## src/rtl/uart_slave.sv

```systemverilog
// uart_slave: memory-mapped 8N1 UART on a RIB slave port.
//
// Ports:
//   clk     system clock
//   rst     asynchronous, active-high reset
//   addr_i  byte address; only [7:0] is decoded
//   data_i  write data
//   data_o  read data, combinational from addr_i and register state
//   we_i    write enable; every rising clk edge with we_i=1 is one write
//   rx_i    serial input (asynchronous to clk)
//   tx_o    serial output, registered, idle high
//   irq_o   registered level interrupt: irq_en & rx_valid
//
// Bus semantics: there is no valid/ready handshake. A write completes on the
// rising edge where we_i=1, and the slave never stalls. A read is purely
// combinational and has no side effects.
//
// Register map (addr_i[7:0]):
//   0x00 CTRL   {irq_en, rx_en, tx_en}
//   0x04 STATUS {frame_err, rx_overrun, rx_valid, tx_busy}; writing 0 clears a flag
//   0x08 BAUD   clocks per bit, clamped to MIN_DIV on write
//   0x0C TXDATA write starts a frame when tx_en=1 and the transmitter is free
//   0x10 RXDATA last accepted byte
module uart_slave #(
    parameter int DEFAULT_DIV = 434,
    parameter int MIN_DIV     = 4
) (
    input  logic        clk,
    input  logic        rst,
    input  logic [31:0] addr_i,
    input  logic [31:0] data_i,
    output logic [31:0] data_o,
    input  logic        we_i,
    input  logic        rx_i,
    output logic        tx_o,
    output logic        irq_o
);
    localparam logic [1:0] ST_IDLE  = 2'd0;
    localparam logic [1:0] ST_START = 2'd1;
    localparam logic [1:0] ST_DATA  = 2'd2;
    localparam logic [1:0] ST_STOP  = 2'd3;

    localparam logic [15:0] DEFAULT_W = 16'(DEFAULT_DIV);
    localparam logic [15:0] MIN_W     = 16'(MIN_DIV);

    logic [2:0]  ctrl;
    logic [15:0] baud;
    logic [7:0]  txdata, rxdata;
    logic        rx_valid, rx_overrun, frame_err;

    logic [1:0]  tx_state;
    logic [15:0] tx_div, tx_cnt;
    logic [2:0]  tx_bit;
    logic [7:0]  tx_shift;

    logic [1:0]  rx_state;
    logic [15:0] rx_div, rx_cnt;
    logic [2:0]  rx_bit;
    logic [7:0]  rx_shift;
    logic        rx_s1, rx_s2, rx_s3;

    logic unused_bits;
    assign unused_bits = ^{addr_i[31:8], data_i[31:16]};

    logic [7:0] a;
    assign a = addr_i[7:0];

    logic wr_ctrl, wr_status, wr_baud, wr_txdata;
    assign wr_ctrl   = we_i && (a == 8'h00);
    assign wr_status = we_i && (a == 8'h04);
    assign wr_baud   = we_i && (a == 8'h08);
    assign wr_txdata = we_i && (a == 8'h0C);

    logic tx_busy, tx_bit_end, tx_start;
    assign tx_busy    = (tx_state != ST_IDLE);
    assign tx_bit_end = (tx_cnt == tx_div - 16'd1);
    // A write landing on the edge that ends the stop bit chains straight
    // into the next frame without an idle gap.
    assign tx_start   = wr_txdata && ctrl[0] &&
                        (!tx_busy || (tx_state == ST_STOP && tx_bit_end));

    logic rx_bit_end, rx_half_end, rx_stop_sample;
    logic set_valid, set_overrun, set_ferr;
    assign rx_bit_end     = (rx_cnt == rx_div - 16'd1);
    assign rx_half_end    = (rx_cnt == (rx_div >> 1) - 16'd1);
    assign rx_stop_sample = ctrl[1] && (rx_state == ST_STOP) && rx_bit_end;
    assign set_valid      = rx_stop_sample && rx_s2 && !rx_valid;
    assign set_overrun    = rx_stop_sample && rx_s2 && rx_valid;
    assign set_ferr       = rx_stop_sample && !rx_s2;

    // Register file and status flags; a hardware set beats a bus clear.
    always_ff @(posedge clk or posedge rst) begin
        if (rst) begin
            ctrl       <= 3'd0;
            baud       <= DEFAULT_W;
            txdata     <= 8'd0;
            rxdata     <= 8'd0;
            rx_valid   <= 1'b0;
            rx_overrun <= 1'b0;
            frame_err  <= 1'b0;
            irq_o      <= 1'b0;
        end else begin
            if (wr_ctrl)   ctrl   <= data_i[2:0];
            if (wr_baud)   baud   <= (data_i[15:0] < MIN_W) ? MIN_W : data_i[15:0];
            if (wr_txdata) txdata <= data_i[7:0];
            if (set_valid) rxdata <= rx_shift;

            if (set_valid)                     rx_valid <= 1'b1;
            else if (wr_status && !data_i[1])  rx_valid <= 1'b0;
            if (set_overrun)                   rx_overrun <= 1'b1;
            else if (wr_status && !data_i[2])  rx_overrun <= 1'b0;
            if (set_ferr)                      frame_err <= 1'b1;
            else if (wr_status && !data_i[3])  frame_err <= 1'b0;

            irq_o <= ctrl[2] & rx_valid;
        end
    end

    // Transmitter: divisor latched at frame start, LSB first, one stop bit.
    always_ff @(posedge clk or posedge rst) begin
        if (rst) begin
            tx_state <= ST_IDLE;
            tx_o     <= 1'b1;
            tx_div   <= DEFAULT_W;
            tx_cnt   <= 16'd0;
            tx_bit   <= 3'd0;
            tx_shift <= 8'd0;
        end else if (tx_start) begin
            tx_state <= ST_START;
            tx_o     <= 1'b0;
            tx_div   <= baud;
            tx_cnt   <= 16'd0;
            tx_bit   <= 3'd0;
            tx_shift <= data_i[7:0];
        end else if (tx_state != ST_IDLE) begin
            if (!tx_bit_end) begin
                tx_cnt <= tx_cnt + 16'd1;
            end else begin
                tx_cnt <= 16'd0;
                case (tx_state)
                    ST_START: begin
                        tx_state <= ST_DATA;
                        tx_o     <= tx_shift[0];
                    end
                    ST_DATA: begin
                        tx_bit   <= tx_bit + 3'd1;
                        tx_shift <= tx_shift >> 1;
                        if (tx_bit == 3'd7) begin
                            tx_state <= ST_STOP;
                            tx_o     <= 1'b1;
                        end else begin
                            tx_o <= tx_shift[1];
                        end
                    end
                    default: tx_state <= ST_IDLE;
                endcase
            end
        end
    end

    // Receiver: 2-flop synchroniser plus one delay flop for edge detection.
    always_ff @(posedge clk or posedge rst) begin
        if (rst) begin
            rx_s1    <= 1'b1;
            rx_s2    <= 1'b1;
            rx_s3    <= 1'b1;
            rx_state <= ST_IDLE;
            rx_div   <= DEFAULT_W;
            rx_cnt   <= 16'd0;
            rx_bit   <= 3'd0;
            rx_shift <= 8'd0;
        end else begin
            rx_s1 <= rx_i;
            rx_s2 <= rx_s1;
            rx_s3 <= rx_s2;
            if (!ctrl[1]) begin
                rx_state <= ST_IDLE;
                rx_cnt   <= 16'd0;
            end else begin
                case (rx_state)
                    ST_IDLE: begin
                        if (rx_s3 && !rx_s2) begin
                            rx_state <= ST_START;
                            rx_div   <= baud;
                            rx_cnt   <= 16'd0;
                        end
                    end
                    ST_START: begin
                        if (rx_half_end) begin
                            // Line back high at mid start bit: treat as a glitch.
                            rx_state <= rx_s2 ? ST_IDLE : ST_DATA;
                            rx_cnt   <= 16'd0;
                            rx_bit   <= 3'd0;
                        end else begin
                            rx_cnt <= rx_cnt + 16'd1;
                        end
                    end
                    ST_DATA: begin
                        if (rx_bit_end) begin
                            rx_shift <= {rx_s2, rx_shift[7:1]};
                            rx_cnt   <= 16'd0;
                            rx_bit   <= rx_bit + 3'd1;
                            if (rx_bit == 3'd7) rx_state <= ST_STOP;
                        end else begin
                            rx_cnt <= rx_cnt + 16'd1;
                        end
                    end
                    default: begin
                        if (rx_bit_end) begin
                            rx_state <= ST_IDLE;
                            rx_cnt   <= 16'd0;
                        end else begin
                            rx_cnt <= rx_cnt + 16'd1;
                        end
                    end
                endcase
            end
        end
    end

    always_comb begin
        data_o = 32'd0;
        case (a)
            8'h00:   data_o = {29'd0, ctrl};
            8'h04:   data_o = {28'd0, frame_err, rx_overrun, rx_valid, tx_busy};
            8'h08:   data_o = {16'd0, baud};
            8'h0C:   data_o = {24'd0, txdata};
            8'h10:   data_o = {24'd0, rxdata};
            default: data_o = 32'd0;
        endcase
    end
endmodule

```

## config.mk

```make
export PLATFORM = sky130hd
export DESIGN_NAME = uart_slave
export DESIGN_NICKNAME = d
export VERILOG_FILES = /design/src/rtl/uart_slave.sv
export SDC_FILE = /design/constraint.sdc
export NUM_CORES = 1
export LEC_CHECK = 0
export ABC_CLOCK_PERIOD_IN_PS = 5000
export CAP_MARGIN = 5
export CORE_ASPECT_RATIO = 0.8
export CORE_MARGIN = 5
export CORE_UTILIZATION = 48
export CTS_CLUSTER_DIAMETER = 80
export DETAILED_ROUTE_END_ITERATION = 10
export PLACE_DENSITY = 0.69
export REMOVE_ABC_BUFFERS = 1
export SYNTH_ARGS = -nofsm -noshare
export SYNTH_HDL_FRONTEND = slang
export SYNTH_SLANG_ARGS = --single-unit
```

## constraint.sdc

```tcl
create_clock -name clk -period 5 [get_ports clk]
set_input_delay 1 -clock clk [delete_from_list [all_inputs] [get_ports clk]]
set_output_delay 1 -clock clk [all_outputs]
set_load 0.005 [all_outputs]
```

==> impl_metrics.tcl, run 1 <==
set metrics [dict create \
    status "finished, final reports clean" \
    power_density_nw_per_um2 271 \
    hp-class "register to register" \
    final_area_um2 9220 \
    power_mw 2.50 \
    synthArstFlopShare_pct 100 \
    rsz0062_at_grt "false" \
    grt_max_degree 82 \
    slew-limit-headroom_pct 46.9 \
    drt_pre_antenna_iters 6 \
    gr-usage-met3_pct 5.07 \
    fin_skew_ps 9.76 \
    reg2reg_from "tx_div[0]" \
    cts_buffers 17 \
    cp.required_ps 4000 \
    num-nets-final 938 \
    drc_errors 0 \
    htreeDepth 4 \
    finalSetupViolCount 0 \
    io_pins 102 \
    cap_violations 0 \
    portBuffers 45 \
    synthFlopType "dfrtp_1" \
    grt_pass1_wl_mm 31.8 \
    holdWs_ps 355 \
    die_area_um2 19600 \
    drive_above_1_share_pct 15.5 \
    grt_use_total_pct 20.0 \
    worst_pin_slew_ps 790 \
    preCtsSetupSlack_ps 822 \
    power_leakage_nw 4.27 \
    r2r_setup_slack_ps 970 \
    routed_wl_mm 19.3 \
    clk_latency_ps 430 \
    drv_slew 0 \
    syn_area_um2 8120 \
    row_count 42 \
    fmax_ghz 0.238 \
    worstPathArrival_ps 3200 \
    nFillCells 1473 \
    fin_crit_sh_pct 84.0 \
    path_class "primary input to primary output" \
    routedWlPerCell_um 17.7 \
    cts_tree "built" \
    finalWorstSetupSlack_ps 798 \
    core_um2 16600 \
    cp-end-kind "primary output" \
    grt-ovfl-total 0 \
    dr_total_vias 6359 \
    start_util_pct 49.0 \
    viasPerCell 5.83 \
    synth_warnings 0 \
    timing.final.hold_violations 0 \
    antenna_cells 0 \
    ys_ff_latch 133 \
    ys_seq_area_share_pct 41.3 \
    reg2regPathDepth 10 \
    multi_input_area_um2 4420 \
    clockBufferDepth 2 \
    seqCellArea_um2 3350 \
    die_y_um 126 \
    place_area_um2 8650 \
    synthCells 830 \
    cts_setup_buffers 0 \
    busiest_layer "met1" \
    ir_drop_uv 221 \
    dp_hpwl_mm 13.7 \
    min_period_ps 4200 \
    cts-hold-fix-buffers 0 \
    min_from "rx_s1" \
    whs_endpoint "rx_s2" \
    ant_nets 0 \
    holdPathStages 0 \
    rr_endpoint "tx_bit[0]" \
    worstSetupStartpointType "primary input" \
    grtUsageMet1_pct 31.1 \
    routabilityCongestion 0.894 \
    area_growth_pct 13.5 \
    drt-initial-drc-count 569 \
    post_synth_num_cell_types 82 \
    crit_fanout 5 \
    cts.sinks 133 \
    syn_area_per_cell_um2 9.78 \
    tns_ps 0 \
    grt_antenna_before_repair 0 \
    synth_edf_count 0 \
    root_buffer "clkbuf_16" \
    cts_resized 0 \
    cts.reportedPaths.clkPinSlew_ps 60 \
    die_x_um 155 \
    grt_pass1_vias 6056 \
    use_met2_pct 27.9 \
]
[sequential cells by signal (all words and copies together) (netlist names)]
signal	flops
baud	16
rx_cnt	16
rx_div	16
tx_cnt	16
tx_div	16
rx_shift	8
rxdata	8
tx_shift	8
txdata	8
ctrl	3
rx_bit	3
tx_bit	3
rx_state	2
tx_state	2
frame_err	1
irq_o	1
rx_overrun	1
rx_s1	1
rx_s2	1
rx_s3	1
rx_valid	1
tx_o	1
[cell type report]
cell class	count	share of cell area (%)
Multi-Input combinational cell	628	47.9
Sequential cell	133	36.4
Timing Repair Buffer	53	5.54
Clock buffer	18	4.76
Tap cell	220	2.99
Clock inverter	14	1.38
Inverter	24	1.03
[routing by layer]
layer	routed length (µm)	vias up
met5	0	-
met4	159	0
met3	1310	14
met2	8070	182
met1	9760	3125
li1	-	3038
[metrics by stage]
step	std cells	utilization, %
after detailed placement	1058	52.3
final	1090	55.7
after global placement	1058	52.3
after floorplan	785	-
after global routing	1090	55.7
after CTS	1090	55.7
[logic make-up after synthesis]
family	count (synthesis)	share of synthesized area, %
other	1	0.0462
AOI/OAI and AO/OA	161	14.8
DFF	133	41.3
xor gates and xnor gates	68	7.68
buffers and inverters	84	4.98
and+or+nand+nor	306	20.4
adders and majority gates	13	2.00
muxes	64	8.83
[synth_stat cells (4+ instances only)]
cell type / count / share of area (%)
inv_1: 23 / 1.1
o211ai_1: 4 / 0.37
and3_1: 19 / 1.5
and4_1: 4 / 0.43
nand3_1: 17 / 1.0
and2_1: 14 / 1.1
o31ai_1: 13 / 1.2
o2111ai_1: 4 / 0.43
dfrtp_1: 114 / 35
nor3b_1: 9 / 0.83
or3_1: 8 / 0.62
nor3_1: 16 / 0.99
nor4_1: 10 / 0.77
clkbuf_1: 33 / 1.5
xnor2_1: 32 / 3.5
o21a_1: 6 / 0.55
mux2_2: 58 / 8.0
ha_1: 13 / 2.0
a21o_1: 14 / 1.3
o21ai_0: 25 / 1.5
buf_4: 20 / 1.8
buf_2: 5 / 0.31
nor2b_1: 7 / 0.54
nand4_1: 16 / 1.2
nand2_1: 94 / 4.3
o2bb2ai_1: 8 / 0.86
dfstp_2: 19 / 6.1
a222oi_1: 4 / 0.49
xor2_1: 34 / 3.7
o21ai_1: 8 / 0.49
o311ai_0: 5 / 0.54
a22o_1: 15 / 1.6
nor4b_1: 11 / 1.2
a21oi_1: 14 / 0.86
nor2_1: 50 / 2.3
a31oi_1: 4 / 0.31
nand2b_1: 8 / 0.62
a22oi_1: 7 / 0.65
[where the power goes]
| part | switching (mW) | internal [mW] | total [mW] | leakage [nW] |
|---|---|---|---|---|
| clock | 0.509 | 0.701 | 1.21 | 0.275 |
| combinational | 0.0974 | 0.0715 | 0.169 | 2.26 |
| sequential | 0.0208 | 1.10 | 1.12 | 1.74 |
[cells in the final DEF, fill, tap and decap left out, drive strengths merged, types with 10 or more instances in the layout]
| cell | netlist | final |
|---|---|---|
| and3 | 19 | 19 |
| clkbuf | 33 | 18 |
| and2 | 14 | 14 |
| xnor2 | 32 | 32 |
| a21o | 15 | 15 |
| o21ai | 34 | 34 |
| nor2 | 51 | 51 |
| nor3 | 17 | 17 |
| inv | 23 | 27 |
| mux2 | 61 | 61 |
| dfstp | 19 | 19 |
| nand2 | 94 | 94 |
| nand3 | 17 | 17 |
| dfrtp | 114 | 114 |
| o31ai | 13 | 13 |
| a21oi | 14 | 14 |
| conb | 1 | 16 |
| nor4b | 13 | 13 |
| ha | 13 | 13 |
| nand4 | 16 | 16 |
| a22o | 15 | 15 |
| nor3b | 10 | 10 |
| clkdlybuf4s50 | 0 | 45 |
| nor4 | 13 | 13 |
| xor2 | 34 | 34 |
[how the worst max path moves through the flow]
stage	start	to	slack [ps]	depth (start not counted)
3_3_place_gp	addr_i[1]	data_o[3]	810	8
3_5_place_dp	addr_i[1]	data_o[6]	820	8
2_1_floorplan	rst	baud[0]	480	1
4_1_cts	addr_i[1]	data_o[3]	810	8
5_1_grt	tx_div[0]	tx_bit[0]	580	10
6_report	addr_i[1]	data_o[6]	800	8
[critical path, stage by stage]
cell	delay, ps
clkdlybuf4s50_1	390
nor3_1	180
nand2_1	130
nor3_1	470
and2_1	290
a22oi_1	90
nand2_1	120
clkdlybuf4s50_1	520
(Power assumes the default switching activity.)
==> run 2, diff against run 1 <==
--- a/config.mk
+++ b/config.mk
@@ -5,14 +5,14 @@
 export SDC_FILE = /design/constraint.sdc
 export NUM_CORES = 1
 export LEC_CHECK = 0
-export ABC_CLOCK_PERIOD_IN_PS = 5000
+export ABC_CLOCK_PERIOD_IN_PS = 3500
 export CAP_MARGIN = 5
 export CORE_ASPECT_RATIO = 0.8
 export CORE_MARGIN = 5
 export CORE_UTILIZATION = 48
 export CTS_CLUSTER_DIAMETER = 80
 export DETAILED_ROUTE_END_ITERATION = 10
-export PLACE_DENSITY = 0.69
+export PLACE_DENSITY = 0.71
 export REMOVE_ABC_BUFFERS = 1
 export SYNTH_ARGS = -nofsm -noshare
 export SYNTH_HDL_FRONTEND = slang
==> constraint.sdc (replaced) <==
create_clock -name clk -period 3.5 [get_ports clk]
set_input_delay 0.7 -clock clk [delete_from_list [all_inputs] [get_ports clk]]
set_output_delay 0.7 -clock clk [all_outputs]
set_load 0.005 [all_outputs]
==> run 2 against run 1 <==
  * Setup slack worse by 660 ps
  * Clock-buffer cell count is 3 higher
  * Hold slack is essentially flat
  * Routed wire length up 4.4%
  * Critical path type unchanged
  * Cell area increased by 4.5%
==> impl_metrics.tcl, run 2 (same netlist as run 1, synthesis figures left out) <==
set metrics [dict create \
    cts.sinks 133 \
    routedWlPerCell_um 17.9 \
    crit_family "buffers and inverters" \
    viasPerCell 5.85 \
    worstSetupStartpointType "primary input" \
    layout_common_cells "114 x dfrtp_1, 94 x nand2_1, 58 x mux2_2" \
    power_density_nw_per_um2 379 \
    row_count 42 \
    finalSetupViolCount 0 \
    portBuffers 45 \
    cp-end-kind "primary output" \
    dp_hpwl_mm 14.6 \
    final_common_cell "dfrtp_1" \
    slew-limit-headroom_pct 48.8 \
    cts_tree "built" \
    start_util_pct 49.0 \
    final_area_um2 9630 \
    cp_num_buf_inv 4 \
    ir_drop_uv 351 \
    hp-class "register to register" \
    drt_pre_antenna_iters 5 \
    dr_total_vias 6595 \
    grt_use_total_pct 21.1 \
    fin_cells 1127 \
    drv_slew 0 \
    power_leakage_nw 4.49 \
    crit_path_cell_trace "clkdlybuf4s50_1 -> nor3_1 -> nand2_1 -> nor3b_2 -> nor2b_2 -> buf_6 -> buf_12 -> and2_1 -> clkdlybuf4s50_1" \
    grt_pass1_vias 6335 \
    cp.required_ps 2800 \
    grt_pass1_wl_mm 33.4 \
    fin_skew_ps 10.7 \
    clk_latency_ps 420 \
    die_y_um 126 \
    power_mw 3.65 \
    die_x_um 155 \
    grt-ovfl-total 0 \
    post-route-util_pct 58.2 \
    worst_pin_slew_ps 766 \
    worstPathArrival_ps 2670 \
    drive_above_1_share_pct 20.0 \
    die_area_um2 19600 \
    io_pins 102 \
    cts-hold-fix-buffers 0 \
    min_period_ps 3370 \
    htreeDepth 4 \
    tns_ps 0 \
    status "finished, final reports clean" \
    drc_errors 0 \
    grt_max_degree 70 \
    cpPeakStageDelay_ps 500 \
    placed_cells 1094 \
    ant_nets 0 \
    drt-initial-drc-count 683 \
    num-nets-final 975 \
    root_buffer "clkbuf_16" \
    fmax_ghz 0.297 \
    grt_antenna_before_repair 0 \
    cts_buffers 17 \
    cpMostUsedCell "clkdlybuf4s50_1" \
    core_um2 16600 \
    nFillCells 1437 \
    area_growth_pct 18.7 \
    crit_path_top_delay_cell "clkdlybuf4s50_1" \
    crit_fanout 11 \
    clockBufferDepth 2 \
    routabilityCongestion 0.947 \
    path_class "primary input to primary output" \
    antenna_cells 0 \
    cap_violations 0 \
    routed_wl_mm 20.2 \
    cts.reportedPaths.clkPinSlew_ps 60 \
    fin_crit_sh_pct 96.2 \
    timing.final.hold_violations 0 \
    place_area_um2 8950 \
]
==> run 2: worst reg2reg max path, delay by kind of cell (launching register included) <==
kind | cells | cell delay, ps
flops | 1 | 530
simple gates | 6 | 1510
buf+inv | 3 | 350
fa+ha+maj | 1 | 210
compound gates | 1 | 240
mux | 1 | 380
==> run 2: per-layer routing <==
layer,GRT usage [%],up-vias,routed length [µm]
li1,-,3124,-
met1,32.6,3249,10100
met2,28.7,193,8320
met3,5.82,29,1410
met4,6.07,0,283
met5,0,-,0
==> run 2: power by group <==
part,internal (mW),total (mW),leakage (nW),switching [mW]
Sequential,1.57,1.59,1.74,0.0283
Combinational,0.114,0.263,2.47,0.149
Clock,1.09,1.79,0.280,0.706
==> run 2: worst paths after layout <==
kind                           start     endpoint  slack, ps  cells after the start
setup / recovery           addr_i[1]   data_o[15]        130                      9
hold / removal                 rx_s1        rx_s2        350                      0
setup reg to reg           rx_div[1]  rx_shift[7]        160                     12
hold reg to reg                rx_s1        rx_s2        350                      0
max in group asynchronous        rst    rx_div[7]       2000                      3
min in group asynchronous        rst  rx_shift[7]        760                      2
==> run 2: timing repair <==
| action | 4_1_cts | 5_1_grt |
|---|---|---|
| setup buffers | 0 | 1 |
| resized for setup | 0 | 18 |
| endpoints found under the setup margin | 0 | 67 |
==> run 2: through the flow <==
stage	hold slack (ps)	setup WS [ps]
floorplan	345	-723
global placement	346	65.4
detailed placement	347	29.4
CTS	355	21.7
global route	364	-1.38
finish	355	133
==> run 2: cell type report <==
cell class              count  area, µm²  area share, %
repair buffers             90        836           8.68
inverters                  24       95.1          0.987
multi-input cells         628       4490           46.6
clock inverters            11        124           1.29
clock buffers              21        460           4.78
flip-flops and latches    133       3350           34.8
well taps                 220        275           2.86
